### src/rtl/trng_pkg.sv
// Shared types and default constants for the ring-oscillator entropy sampler.
package trng_pkg;

  typedef enum logic [1:0] {
    IDLE,
    WARMUP,
    COLLECT,
    STALL
  } trng_state_t;

  localparam int unsigned DEF_SYNC_STAGES   = 2;
  localparam int unsigned DEF_SAMPLE_DIV    = 16;
  localparam int unsigned DEF_WARMUP_CYCLES = 256;
  localparam int unsigned DEF_OUT_WIDTH     = 8;
  localparam int unsigned DEF_REP_LIMIT     = 32;

  localparam logic [1:0] TAP_LONGEST  = 2'b00;
  localparam logic [1:0] TAP_LONG     = 2'b01;
  localparam logic [1:0] TAP_SHORT    = 2'b10;
  localparam logic [1:0] TAP_SHORTEST = 2'b11;

  // Width of a counter that must hold values 0..n-1 (never less than 1 bit).
  function automatic int unsigned cnt_width(input int unsigned n);
    return (n < 2) ? 1 : $clog2(n);
  endfunction

endpackage

### src/rtl/trng_sampler_vn_debias.sv
// Von Neumann corrector: pairs consecutive raw bits, emits first bit of a (1,0)/(0,1) pair.
module trng_vn_debias (
  input  logic clk,
  input  logic rst,
  input  logic clear,
  input  logic in_valid,
  input  logic in_bit,
  output logic out_valid,
  output logic out_bit
);

  logic have_first;
  logic first_bit;

  always_ff @(posedge clk) begin
    if (rst || clear) begin
      have_first <= 1'b0;
      first_bit  <= 1'b0;
    end else if (in_valid) begin
      have_first <= !have_first;
      first_bit  <= in_bit;
    end
  end

  // Emission is combinational on the second bit so the packer sees it on the tick cycle.
  assign out_valid = in_valid && have_first && (first_bit != in_bit);
  assign out_bit   = first_bit;

endmodule

### src/rtl/trng_sampler.sv
// Ring-oscillator sampler: sync, divide, debias, pack, valid/ready output.
// Optional repetition-count health test built when TRNG_HEALTH_TEST_EN is defined.
module trng_sampler
  import trng_pkg::*;
#(
  parameter int unsigned SYNC_STAGES   = DEF_SYNC_STAGES,
  parameter int unsigned SAMPLE_DIV    = DEF_SAMPLE_DIV,
  parameter int unsigned WARMUP_CYCLES = DEF_WARMUP_CYCLES,
  parameter int unsigned OUT_WIDTH     = DEF_OUT_WIDTH,
  parameter int unsigned REP_LIMIT     = DEF_REP_LIMIT
) (
  input  logic                 clk,
  input  logic                 rst,
  input  logic                 start,
  input  logic [1:0]           cfg_tap,
  input  logic                 ro_in,
  output logic                 ro_enable,
  output logic [1:0]           ro_feedback_idx,
  output logic [OUT_WIDTH-1:0] out_data,
  output logic                 out_valid,
  input  logic                 out_ready,
  output logic                 busy,
  output logic                 health_fail
);

  localparam int unsigned DIV_W = cnt_width(SAMPLE_DIV);
  localparam int unsigned WU_W  = cnt_width(WARMUP_CYCLES);
  localparam int unsigned BIT_W = cnt_width(OUT_WIDTH);

  if (SYNC_STAGES < 2 || SAMPLE_DIV < 2 || OUT_WIDTH < 2 || REP_LIMIT < 2) begin : g_bad_cfg
    $error("trng_sampler: illegal parameter set");
  end

  trng_state_t          state;
  logic [SYNC_STAGES-1:0] sync;
  logic [DIV_W-1:0]     div;
  logic [WU_W-1:0]      wcnt;
  logic [BIT_W-1:0]     bitcnt;
  logic [OUT_WIDTH-1:0] shreg;
  logic [OUT_WIDTH-1:0] word;
  logic                 raw;
  logic                 tick;
  logic                 accept;
  logic                 word_done;
  logic                 vn_clear;
  logic                 vn_valid;
  logic                 vn_bit;
  logic                 rep_trip;

  always_ff @(posedge clk) begin
    if (rst) sync <= '0;
    else     sync <= {sync[SYNC_STAGES-2:0], ro_in};
  end

  assign raw       = sync[SYNC_STAGES-1];
  assign tick      = (state == COLLECT) && (div == DIV_W'(SAMPLE_DIV - 1));
  assign accept    = out_valid && out_ready;
  assign word      = {shreg[OUT_WIDTH-2:0], vn_bit};
  assign word_done = vn_valid && (bitcnt == BIT_W'(OUT_WIDTH - 1));
  assign busy      = (state != IDLE);
  assign vn_clear  = (state == IDLE);

  trng_vn_debias u_vn (
    .clk      (clk),
    .rst      (rst),
    .clear    (vn_clear),
    .in_valid (tick),
    .in_bit   (raw),
    .out_valid(vn_valid),
    .out_bit  (vn_bit)
  );

`ifdef TRNG_HEALTH_TEST_EN
  localparam int unsigned REP_W = $clog2(REP_LIMIT + 1);
  logic [REP_W-1:0] rep_cnt;
  logic [REP_W-1:0] rep_next;
  logic             prev_raw;

  assign rep_next = (rep_cnt != '0 && raw == prev_raw) ? rep_cnt + 1'b1 : REP_W'(1);
  assign rep_trip = tick && (rep_next == REP_W'(REP_LIMIT));
`else
  assign rep_trip    = 1'b0;
  assign health_fail = 1'b0;
`endif

  always_ff @(posedge clk) begin
    if (rst) begin
      state           <= IDLE;
      ro_enable       <= 1'b0;
      ro_feedback_idx <= '0;
      out_data        <= '0;
      out_valid       <= 1'b0;
      shreg           <= '0;
      bitcnt          <= '0;
      div             <= '0;
      wcnt            <= '0;
`ifdef TRNG_HEALTH_TEST_EN
      health_fail     <= 1'b0;
      rep_cnt         <= '0;
      prev_raw        <= 1'b0;
`endif
    end else begin
      if (accept) out_valid <= 1'b0;

      // Stop/health-trip takes priority; a word already in out_data survives until accepted.
      if (state != IDLE && (!start || rep_trip)) begin
        state     <= IDLE;
        ro_enable <= 1'b0;
        shreg     <= '0;
        bitcnt    <= '0;
        div       <= '0;
        wcnt      <= '0;
`ifdef TRNG_HEALTH_TEST_EN
        health_fail <= health_fail | rep_trip;
        rep_cnt     <= '0;
`endif
      end else begin
        case (state)
          IDLE: begin
            if (start && !health_fail) begin
              state           <= WARMUP;
              ro_enable       <= 1'b1;
              ro_feedback_idx <= cfg_tap;
              wcnt            <= '0;
            end
          end
          WARMUP: begin
            if (wcnt == WU_W'(WARMUP_CYCLES - 1)) begin
              state <= COLLECT;
              div   <= '0;
            end else begin
              wcnt <= wcnt + 1'b1;
            end
          end
          COLLECT: begin
            div <= tick ? '0 : div + 1'b1;
`ifdef TRNG_HEALTH_TEST_EN
            if (tick) begin
              rep_cnt  <= rep_next;
              prev_raw <= raw;
            end
`endif
            if (vn_valid) begin
              if (word_done) begin
                bitcnt <= '0;
                if (!out_valid || out_ready) begin
                  out_data  <= word;
                  out_valid <= 1'b1;
                end else begin
                  shreg <= word;
                  state <= STALL;
                end
              end else begin
                shreg  <= word;
                bitcnt <= bitcnt + 1'b1;
              end
            end
          end
          STALL: begin
            if (accept) begin
              out_data  <= shreg;
              out_valid <= 1'b1;
              state     <= COLLECT;
            end
          end
          default: state <= IDLE;
        endcase
      end
    end
  end

endmodule

### config.mk
export PLATFORM = sky130hd
export DESIGN_NAME = trng_sampler
export DESIGN_NICKNAME = d
export VERILOG_FILES = /design/src/rtl/trng_pkg.sv /design/src/rtl/trng_sampler_vn_debias.sv /design/src/rtl/trng_sampler.sv
export SDC_FILE = /design/constraint.sdc
export NUM_CORES = 1
export LEC_CHECK = 0
export ABC_AREA = 1
export BUFFER_PORTS_ARGS = -buffer_cell sky130_fd_sc_hd__buf_2
export CAP_MARGIN = 30
export CORE_MARGIN = 4
export CORE_UTILIZATION = 40
export CTS_CLUSTER_SIZE = 24
export DETAILED_ROUTE_END_ITERATION = 12
export GPL_ROUTABILITY_DRIVEN = 1
export HOLD_SLACK_MARGIN = 0.02
export PLACE_DENSITY = 0.54
export SYNTH_ARGS = -nofsm -noshare
export SYNTH_HDL_FRONTEND = slang
export SYNTH_SLANG_ARGS = --single-unit
export TNS_END_PERCENT = 100
### constraint.sdc
create_clock -name clk -period 2.38 [get_ports clk]
set_clock_uncertainty 0.2 [all_clocks]
set_input_delay 0.714 -clock clk [delete_from_list [all_inputs] [get_ports clk]]
set_output_delay 0.714 -clock clk [all_outputs]
set_load 0.01 [all_outputs]
==> results of run 1 <==
## flip-flops by register name, summed over array words and instances, names as in the netlist
name and cells:
out_data 8, shreg 8, wcnt 8, div 4, bitcnt 3, ro_feedback_idx 2
state 2, sync 2, out_valid 1, ro_enable 1, u_vn.have_first 1, u_vn.out_bit 1
## layer usage
| layer | wire [um] | global-route usage, % | share of wire (%) |
|---|---|---|---|
| met2 | 1720 | 23.2 | 42 |
| met4 | 48 | 4.20 | 1.2 |
| met3 | 154 | 3.44 | 3.8 |
| met1 | 2180 | 19.5 | 53 |
| met5 | 0 | 0 | 0 |
## power groups by stage
stage | Combinational (W) | Sequential [W] | Clock [W]
floorplan | 0.000426 | 0.000856 | 0
global placement | 0.000629 | 0.000858 | 0
detailed placement | 0.000628 | 0.000859 | 0
CTS | 0.000630 | 0.000843 | 0.000482
global route | 0.000723 | 0.000855 | 0.000511
finish | 0.000625 | 0.000843 | 0.000458
## placed cells by master, fill, tap and decap left out, drive strengths merged, types with 4 or more instances in the layout
master	netlist	final
clkbuf	1	7
dfxtp	41	41
nand4	4	4
nor2	62	62
nand3	15	15
o21ai	20	20
inv	34	34
a21oi	20	20
buf	6	24
ha	4	4
nand2	76	76
## metrics by stage
stage               instance area (um2)  total power (W)  std cells  hold slack (ns)  worst slack, ns
floorplan                          1990          0.00128        294            0.188            0.573
global placement                   2160          0.00149        378            0.191            0.325
detailed placement                 2160          0.00149        378            0.197            0.331
CTS                                2250          0.00196        385            0.207            0.144
global route                       2250          0.00209        385            0.236           0.0704
finish                             2250          0.00193        385            0.203            0.152
## kinds of logic (layout without fill, tap and decap cells)
family,after synthesis,after routing
flops,41,41
simple gates,160,160
fa+ha+maj,4,4
other cells,1,1
compound gates,45,45
xor+xnor,2,2
buf+inv,41,65
## worst min path at each step
| stage | from | end | slack [ns] | cells past startpoint |
|---|---|---|---|---|
| final | sync[0] | sync[1] | 0.20 | 2 |
| after global placement | sync[0] | sync[1] | 0.19 | 2 |
| after CTS | sync[0] | sync[1] | 0.21 | 2 |
| after global routing | sync[0] | sync[1] | 0.24 | 2 |
| after floorplan | sync[0] | sync[1] | 0.19 | 2 |
| after detailed placement | sync[0] | sync[1] | 0.20 | 2 |
## cell usage after synthesis (2+ instances only)
| master | n | area, um2 |
|---|---|---|
| a21oi_1 | 20 | 100 |
| buf_2 | 3 | 15.0 |
| buf_4 | 2 | 15.0 |
| dfxtp_1 | 41 | 821 |
| ha_1 | 4 | 50.1 |
| inv_1 | 32 | 120 |
| inv_2 | 2 | 7.51 |
| nand2_1 | 75 | 282 |
| nand3_1 | 12 | 60.1 |
| nand3_2 | 3 | 30.0 |
| nand4_1 | 4 | 25.0 |
| nor2_1 | 57 | 214 |
| nor2_2 | 3 | 18.8 |
| o21ai_0 | 19 | 95.1 |
## worst register-to-register path, cell delays in order (launching register included)
cell,delay [ns]
dfxtp_1,0.38
ha_1,0.20
nand2_1,0.08
nor2_1,0.15
nand3_2,0.12
nor2_4,0.19
nand3_2,0.10
nand2_1,0.09
nand2_2,0.17
nor2_1,0.17
nor2_1,0.06
## area by class of cell
cell class | instances | share of cell area, %
clock buffer | 7 | 3.84
inverter | 34 | 5.68
multi-input combinational | 212 | 44.4
sequential | 41 | 36.5
tap | 67 | 3.73
timing repair buffer | 24 | 5.90
==> metrics, run 1 <==
type of origin of the critical path flip-flop; Post-Route Setup TNS 0 ns; Adder-Cell Fraction of Synth Area under 10%; Worst-Margin Slew 0.519 ns; VDD IR max roughly 0.42 mV; Cells after Synth 294; CTS sink cnt 41; CTS tree yes; register share of total power 43.8%; Routed Antenna Nets 0; cell-internal power 0.00121 W; syn avg cell area 6.77 um2; die width 78.5 um; number of synthesized register bits 41; CTS Root Buffer Type clkbuf_8; core area 0.00479 mm2; worst path cell trace inv_1 > nand2_1 > buf_2; PortBufs 19; initial antenna violation count 0; sequential fraction of the synthesis area 41.2%; Hold Fails Final Rpt 0; H-Tree Level Count 2; P_sw about 0.0007 W; Worst Reg2Reg Path Length in Cells 10; CTS Buf Count 5; global-route wire length before repair a little over 7 mm; Net Count, Synth 305; reg-to-reg startpoint div[0]; layout overhead on the synthesized area 12.9%; unrepaired setup endpoints after global routing no; Tcrit/Tclk final 93.6%; EDFF count, synth 0; Die Y 78.5 um; GPL Wtd Cong between 0.8 and 0.9; routed wire length 4.11 mm; initial core utilization 41.6%; Buf+Inv Stages, Crit Path 2; largest net degree at the start of global routing 19; status complete, no violations; Mapped Area roughly 0.002 mm2; CP delay by family, top flip-flops; CTS resizes 0; setup repair bufs after CTS 0; drt pass-1 iters 4; CP peak stage delay around 0.52 ns; compound-gate portion of the synthesized area 12.1%; post-synthesis simple-gate area fraction 34.4%; die area approximately 0.0062 mm2; Post-DP HPWL around 3 mm; fin crit period approximately 2.2 ns; nets 329; Final setup viols 0; Max Slew Vio Count 0; origin of the worst setup path state[0]; clock share of power between 20% and 30%; antenna diode instance count 0; R2R Path End out_data[0]; initial drt markers 93; CTS Hold Buffers Added 0; drc violations 0; P_leak 1.06 nW; main combinational cell family by area after synthesis simple AND/OR/NAND/NOR gates; Slew headroom between 60% and 70%; crit-path max FO 6; Syn. warnings 0; xor/xnor cell area share of the yosys netlist less than 1%; Cell Pwr Density 857 mW/mm2; Ports 21; CTS Buffer Depth 2; Stages on worst setup path 3; Wirelength per Cell around 11 um; Top FF cell, synth dfxtp_1; Critical Path AT 1.31 ns; routed vias between 1,500 and 2,000; Fill cells 518; WP data required around 1.5 ns; combinational share of power 32.4%; Crit. End Element output port; gr ovfl total 0; layout cells sized above 1 a little over an eighth; Netlist cell types 31; multi-input logic area 997 um2; mux share of post-synthesis cell area 0%; vias per cell 4.60; Final Util 47.0%; Seq. cell area 821 um2; Clock Latency Late Sink 0.29 ns; worst setup path endpoint busy; vias in the first global route 1,612; clock-pin slew on the worst setup and hold paths 0.08 ns; Total GRT Usage 14.6%; maximum capacitance violations 0; row count 25; slowest CP cell dfxtp_1; timing-limited maximum frequency 0.449 GHz; Switching Share between 30% and 40%; kind of critical path reg2out; R2R Setup Slk 0.38 ns; Post-synth ARST share 0%; hold crit path type reg2reg
No activity file was read; power rests on OpenSTA's default activity.
==> run 2, diff against run 1 <==
==> constraint.sdc (replaced) <==
create_clock -name clk -period 2.9 [get_ports clk]
set_clock_uncertainty 0.2 [all_clocks]
set_input_delay 0.87 -clock clk [delete_from_list [all_inputs] [get_ports clk]]
set_output_delay 0.87 -clock clk [all_outputs]
set_load 0.01 [all_outputs]
==> run 2 against run 1 <==
Combinational power is 22% lower. Utilization is 0.16 points higher. Global-route usage is 0.51 points higher. Setup slack better by 0.37 ns. Hold slack better by 0.0047 ns. Largest cell class unchanged. Via count is 0.28% higher. Highest routed layer unchanged. Clock power is 5.2% higher. Critical endpoint unchanged. Total power is 14% lower. Final cell count is 0.52% lower. Sequential share of layout area is 0.12 points lower.
==> metrics, run 2 (synthesis results as in run 1) <==
hold crit path type reg2reg; VDD IR max 0.355 mV; global-route wire length before repair 7.50 mm; Post-Route Setup TNS 0 ns; slowest CP cell dfxtp_1; Hold Fails Final Rpt 0; leading registers by flop count out_data x8, shreg x8, wcnt x8; Max Slew Vio Count 0; Crit. End Element output port; Die Y between 70 and 80 um; Critical Path AT 1.30 ns; largest net degree at the start of global routing 19; Slew headroom 66.1%; core area 0.00479 mm2; GRT met2 Usage roughly 22%; worst path cell trace inv_1 > nand2_1 > buf_2; initial antenna violation count 0; unrepaired setup endpoints after global routing no; Ports 21; CTS resizes 0; crit-path max FO 6; vias in the first global route ~1,600; R2R Setup Slk 0.86 ns; Routed Antenna Nets 0; clock share of power between 20 and 30%; Total GRT Usage 15.1%; final setup margin 0.525 ns; P_leak 1.06 nW; Switching Share 35.7%; Tcrit/Tclk final about four fifths; type of origin of the critical path flip-flop; hold endpoint sync[1]; drt pass-1 iters 4; status complete, no violations; Final setup viols 0; WP data required around 1.8 ns; vias per cell 4.63; H-Tree Level Count 2; pre-CTS WS 0.647 ns; fin crit period 2.37 ns; Worst-Margin Slew 0.507 ns; gr ovfl total 0; initial drt markers 111; most frequent cells in the layout nand2_1, nor2_1, dfxtp_1, inv_1, a21oi_1; Worst Reg2Reg Path Length in Cells 10; routed vias 1,775; die area 0.00617 mm2; combinational share of power between 20% and 30%; CTS tree yes; routed wire length 4.12 mm; R2R Path End out_data[4]; drc violations 0; CTS sink cnt 41; most common cell after layout, fill and taps aside nand2_1; CP peak stage delay 0.51 ns; cell-internal power 0.00107 W; timing-limited maximum frequency ~0.42 GHz; Final Instance Area 0.00226 mm2; nets 326; register share of total power 41.6%; min-delay src sync[0]; GPL Wtd Cong 0.844; reg-to-reg startpoint div[0]; antenna diode instance count 0; Clock Latency Late Sink between 0.2 and 0.3 ns; CTS Buf Count 5; die width roughly 80 um; DP Area 0.00214 mm2; layout cells sized above 1 12.7%; P_sw 0.000593 W; kind of critical path reg2out; GR peak layer met2; clock-pin slew on the worst setup and hold paths 0.08 ns; Cell Pwr Density roughly 740 mW/mm2; CTS Hold Buffers Added 0; maximum capacitance violations 0; CTS Buffer Depth 2; hold path depth 2; met1 GRT Util 21.5%; setup repair bufs after CTS 0; row count 25; layout overhead on the synthesized area 13.3%; Post-DP HPWL 2.93 mm; met3 Usage GRT 3.33%; Wirelength per Cell ~11 um; PortBufs 19; CTS Root Buffer Type clkbuf_8; initial core utilization 41.6%
==> run 2: worst max path at each step <==
stage	startpoint	endpoint	slack, ns
floorplan	start	wcnt[0]	0.97
global placement	start	wcnt[0]	0.67
detailed placement	start	wcnt[0]	0.65
CTS	state[0]	busy	0.51
global route	state[0]	busy	0.43
finish	state[0]	busy	0.53
==> run 2: area by class of cell <==
cell class | count | area (um2)
Clock buffer | 7 | 86.3
Clock inverter | 1 | 30.0
Timing Repair Buffer | 21 | 110
Inverter | 34 | 128
Tap cell | 67 | 83.8
Fill cell | 520 | 2530
Sequential cell | 41 | 821
Multi-Input combinational cell | 212 | 997
==> run 2: power groups by stage <==
stage	Clock [W]	Combinational [W]	Sequential, W
4_1_cts	0.000497	0.000498	0.000692
3_3_place_gp	0	0.000493	0.000704
6_report	0.000482	0.000490	0.000692
2_1_floorplan	0	0.000349	0.000703
5_1_grt	0.000519	0.000567	0.000705
3_5_place_dp	0	0.000494	0.000704
==> run 2: metrics by stage <==
stage	power, W	instances	utilization [%]	hold slack [ns]
6_report	0.00166	383	47.1	0.208
5_1_grt	0.00179	383	47.1	0.239
4_1_cts	0.00169	383	47.1	0.212
3_5_place_dp	0.00120	375	44.7	0.201
3_3_place_gp	0.00120	375	44.7	0.196
2_1_floorplan	0.00105	294	-	0.188
==> run 2: critical path: cells and delay by family (launching register included) <==
kind | cells | cell delay [ns]
AND/OR/NAND/NOR | 1 | 0.20
buffers and inverters | 2 | 0.30
flip-flops | 1 | 0.51
==> run 2: metal layers <==
| metal | part of all wire [%] | vias up |
|---|---|---|
| met2 | 42 | 31 |
| met4 | 1.4 | 0 |
| met1 | 53 | 771 |
| li1 | - | 967 |
| met3 | 4.0 | 6 |
| met5 | 0 | - |
==> run 3, diff against run 2 <==
==> constraint.sdc (replaced) <==
create_clock -name clk -period 2.24 [get_ports clk]
set_clock_uncertainty 0.2 [all_clocks]
set_input_delay 0.672 -clock clk [delete_from_list [all_inputs] [get_ports clk]]
set_output_delay 0.672 -clock clk [all_outputs]
set_load 0.01 [all_outputs]
==> run 3 against run 2 <==
Combinational power up 35%. Final cell count up 0.52%. Flip-flop and latch count did not move. Largest cell class unchanged.
==> metrics, run 3 (synthesis results as in run 1) <==
PortBufs 19; initial drt markers 107; Post-DP HPWL 2.96 mm; Ports 21; Post-Route Setup TNS 0 ns; die width 78.5 um; CTS sink cnt just over 40; clock-pin slew on the worst setup and hold paths ~0.08 ns; initial core utilization 41.6%; H-Tree Level Count 2; leading registers by flop count out_data x8, shreg x8, wcnt x8; die area 0.00617 mm2; Tcrit/Tclk final 93.3%; global-route wire length before repair 7.02 mm; Clock Latency Late Sink 0.29 ns; Critical Path AT 1.22 ns; routed vias 1,740; antenna diode instance count 0; Final setup viols 0; vias in the first global route roughly 1,600; vias per cell between 4 and 5; final setup margin 0.150 ns; drt pass-1 iters 4; routed wire length between 4 and 5 mm; kind of critical path reg2out; maximum capacitance violations 0; Cell Pwr Density 926 mW/mm2; Total GRT Usage between 10% and 20%; initial antenna violation count 0; Routed Antenna Nets 0; crit-path max FO 6; row count 25; hold crit path type reg2reg; timing-limited maximum frequency 0.478 GHz; largest net degree at the start of global routing 19; Slew headroom 64.7%; Crit. End Element output port; type of origin of the critical path flip-flop; GPL Wtd Cong 0.843; status complete, no violations; setup repair bufs after CTS 0; dpl cells 377; pre-CTS WS 0.243 ns; unrepaired setup endpoints after global routing no; layout overhead on the synthesized area 13.6%; drc violations 0; CTS Root Buffer Type clkbuf_8; core area 0.00479 mm2; Wirelength per Cell 10.7 um; VDD IR max about 0.48 mV; Switching Share 36.8%; clock share of power between 20% and 30%; layout cells sized above 1 13.8%; most frequent cells in the layout nand2_1, nor2_1, dfxtp_1, inv_1, a21oi_1; Fill cells 510; CTS tree yes; CTS Buffer Depth 2; Die Y 78.5 um; combinational share of power 31.6%; Worst-Margin Slew 0.528 ns; most common cell after layout, fill and taps aside nand2_1; register share of total power between 40% and 50%; CTS Buf Count 5; Max Slew Vio Count 0; WP data required 1.37 ns; Final Util 47.3%; multi-input logic area 0.00100 mm2; P_sw 0.000771 W; Non-Filler Instances 385; cell-internal power 0.00132 W; fin crit period 2.09 ns; gr ovfl total 0; Seq. cell area 822 um2; Hold Fails Final Rpt 0; nets between 300 and 400; P_leak about 1.1 nW
## run 3: cell types whose count changed in the layout (fill, tap and decap cells not counted)
| cell | previous run | this run |
|---|---|---|
| nand2_2 | 1 | 0 |
| buf_4 | 2 | 4 |
| dfxtp_1 | 41 | 40 |
| clkbuf_1 | 1 | 0 |
| nand2_4 | 0 | 1 |
| dfxtp_2 | 0 | 1 |
| clkinv_2 | 0 | 1 |
| bufinv_16 | 1 | 0 |
| clkbuf_8 | 6 | 7 |
## run 3: area by class of cell
class,count,area share [%]
repair buffers,23,5.53
inverters,34,5.64
clock inverters,1,0.221
flip-flops and latches,41,36.3
well taps,67,3.71
multi-input cells,212,44.3
clock buffers,7,4.26
## run 3: repair_timing
item / CTS / global route
hold buffers: 0 / 0
resized for setup: 0 / 2
setup endpoints to repair: 0 / 7
## run 3: stage by stage
stage | power, W | area [um2] | hold WS (ns)
final | 0.00209 | 2260 | 0.205
after global routing | 0.00226 | 2260 | 0.229
after CTS | 0.00212 | 2260 | 0.208
after detailed placement | 0.00157 | 2150 | 0.197
after global placement | 0.00157 | 2150 | 0.194
after floorplan | 0.00136 | 1990 | 0.188
## run 3: worst max-delay path: stages, from the launching register on
cell	delay, ns
dfxtp_1	0.44
inv_2	0.11
nand2_1	0.21
buf_2	0.18
## run 3: power groups by stage
stage,sequential [W],clock (W),combinational [W]
final,0.000896,0.000537,0.000661
after global routing,0.000912,0.000591,0.000754
after floorplan,0.000910,0,0.000452
after detailed placement,0.000912,0,0.000660
after global placement,0.000912,0,0.000659
after CTS,0.000895,0.000561,0.000663
## run 3: path summary, 6_finish.rpt
| path | slack [ns] | end | cells past startpoint | from |
|---|---|---|---|---|
| hold / removal | 0.20 | sync[1] | 2 | sync[0] |
| setup reg to reg | 0.30 | shreg[0] | 10 | div[0] |
| setup / recovery | 0.15 | busy | 3 | state[1] |
| hold reg to reg | 0.20 | sync[1] | 2 | sync[0] |
## run 3: layer usage
metal	track usage, %	routed length, um	up-vias	share of wire (%)
met5	0	0	-	0
met2	21.6	1660	39	41
met3	3.90	199	6	4.9
met1	19.2	2150	726	52
met4	6.12	93	0	2.3
li1	-	-	969	-
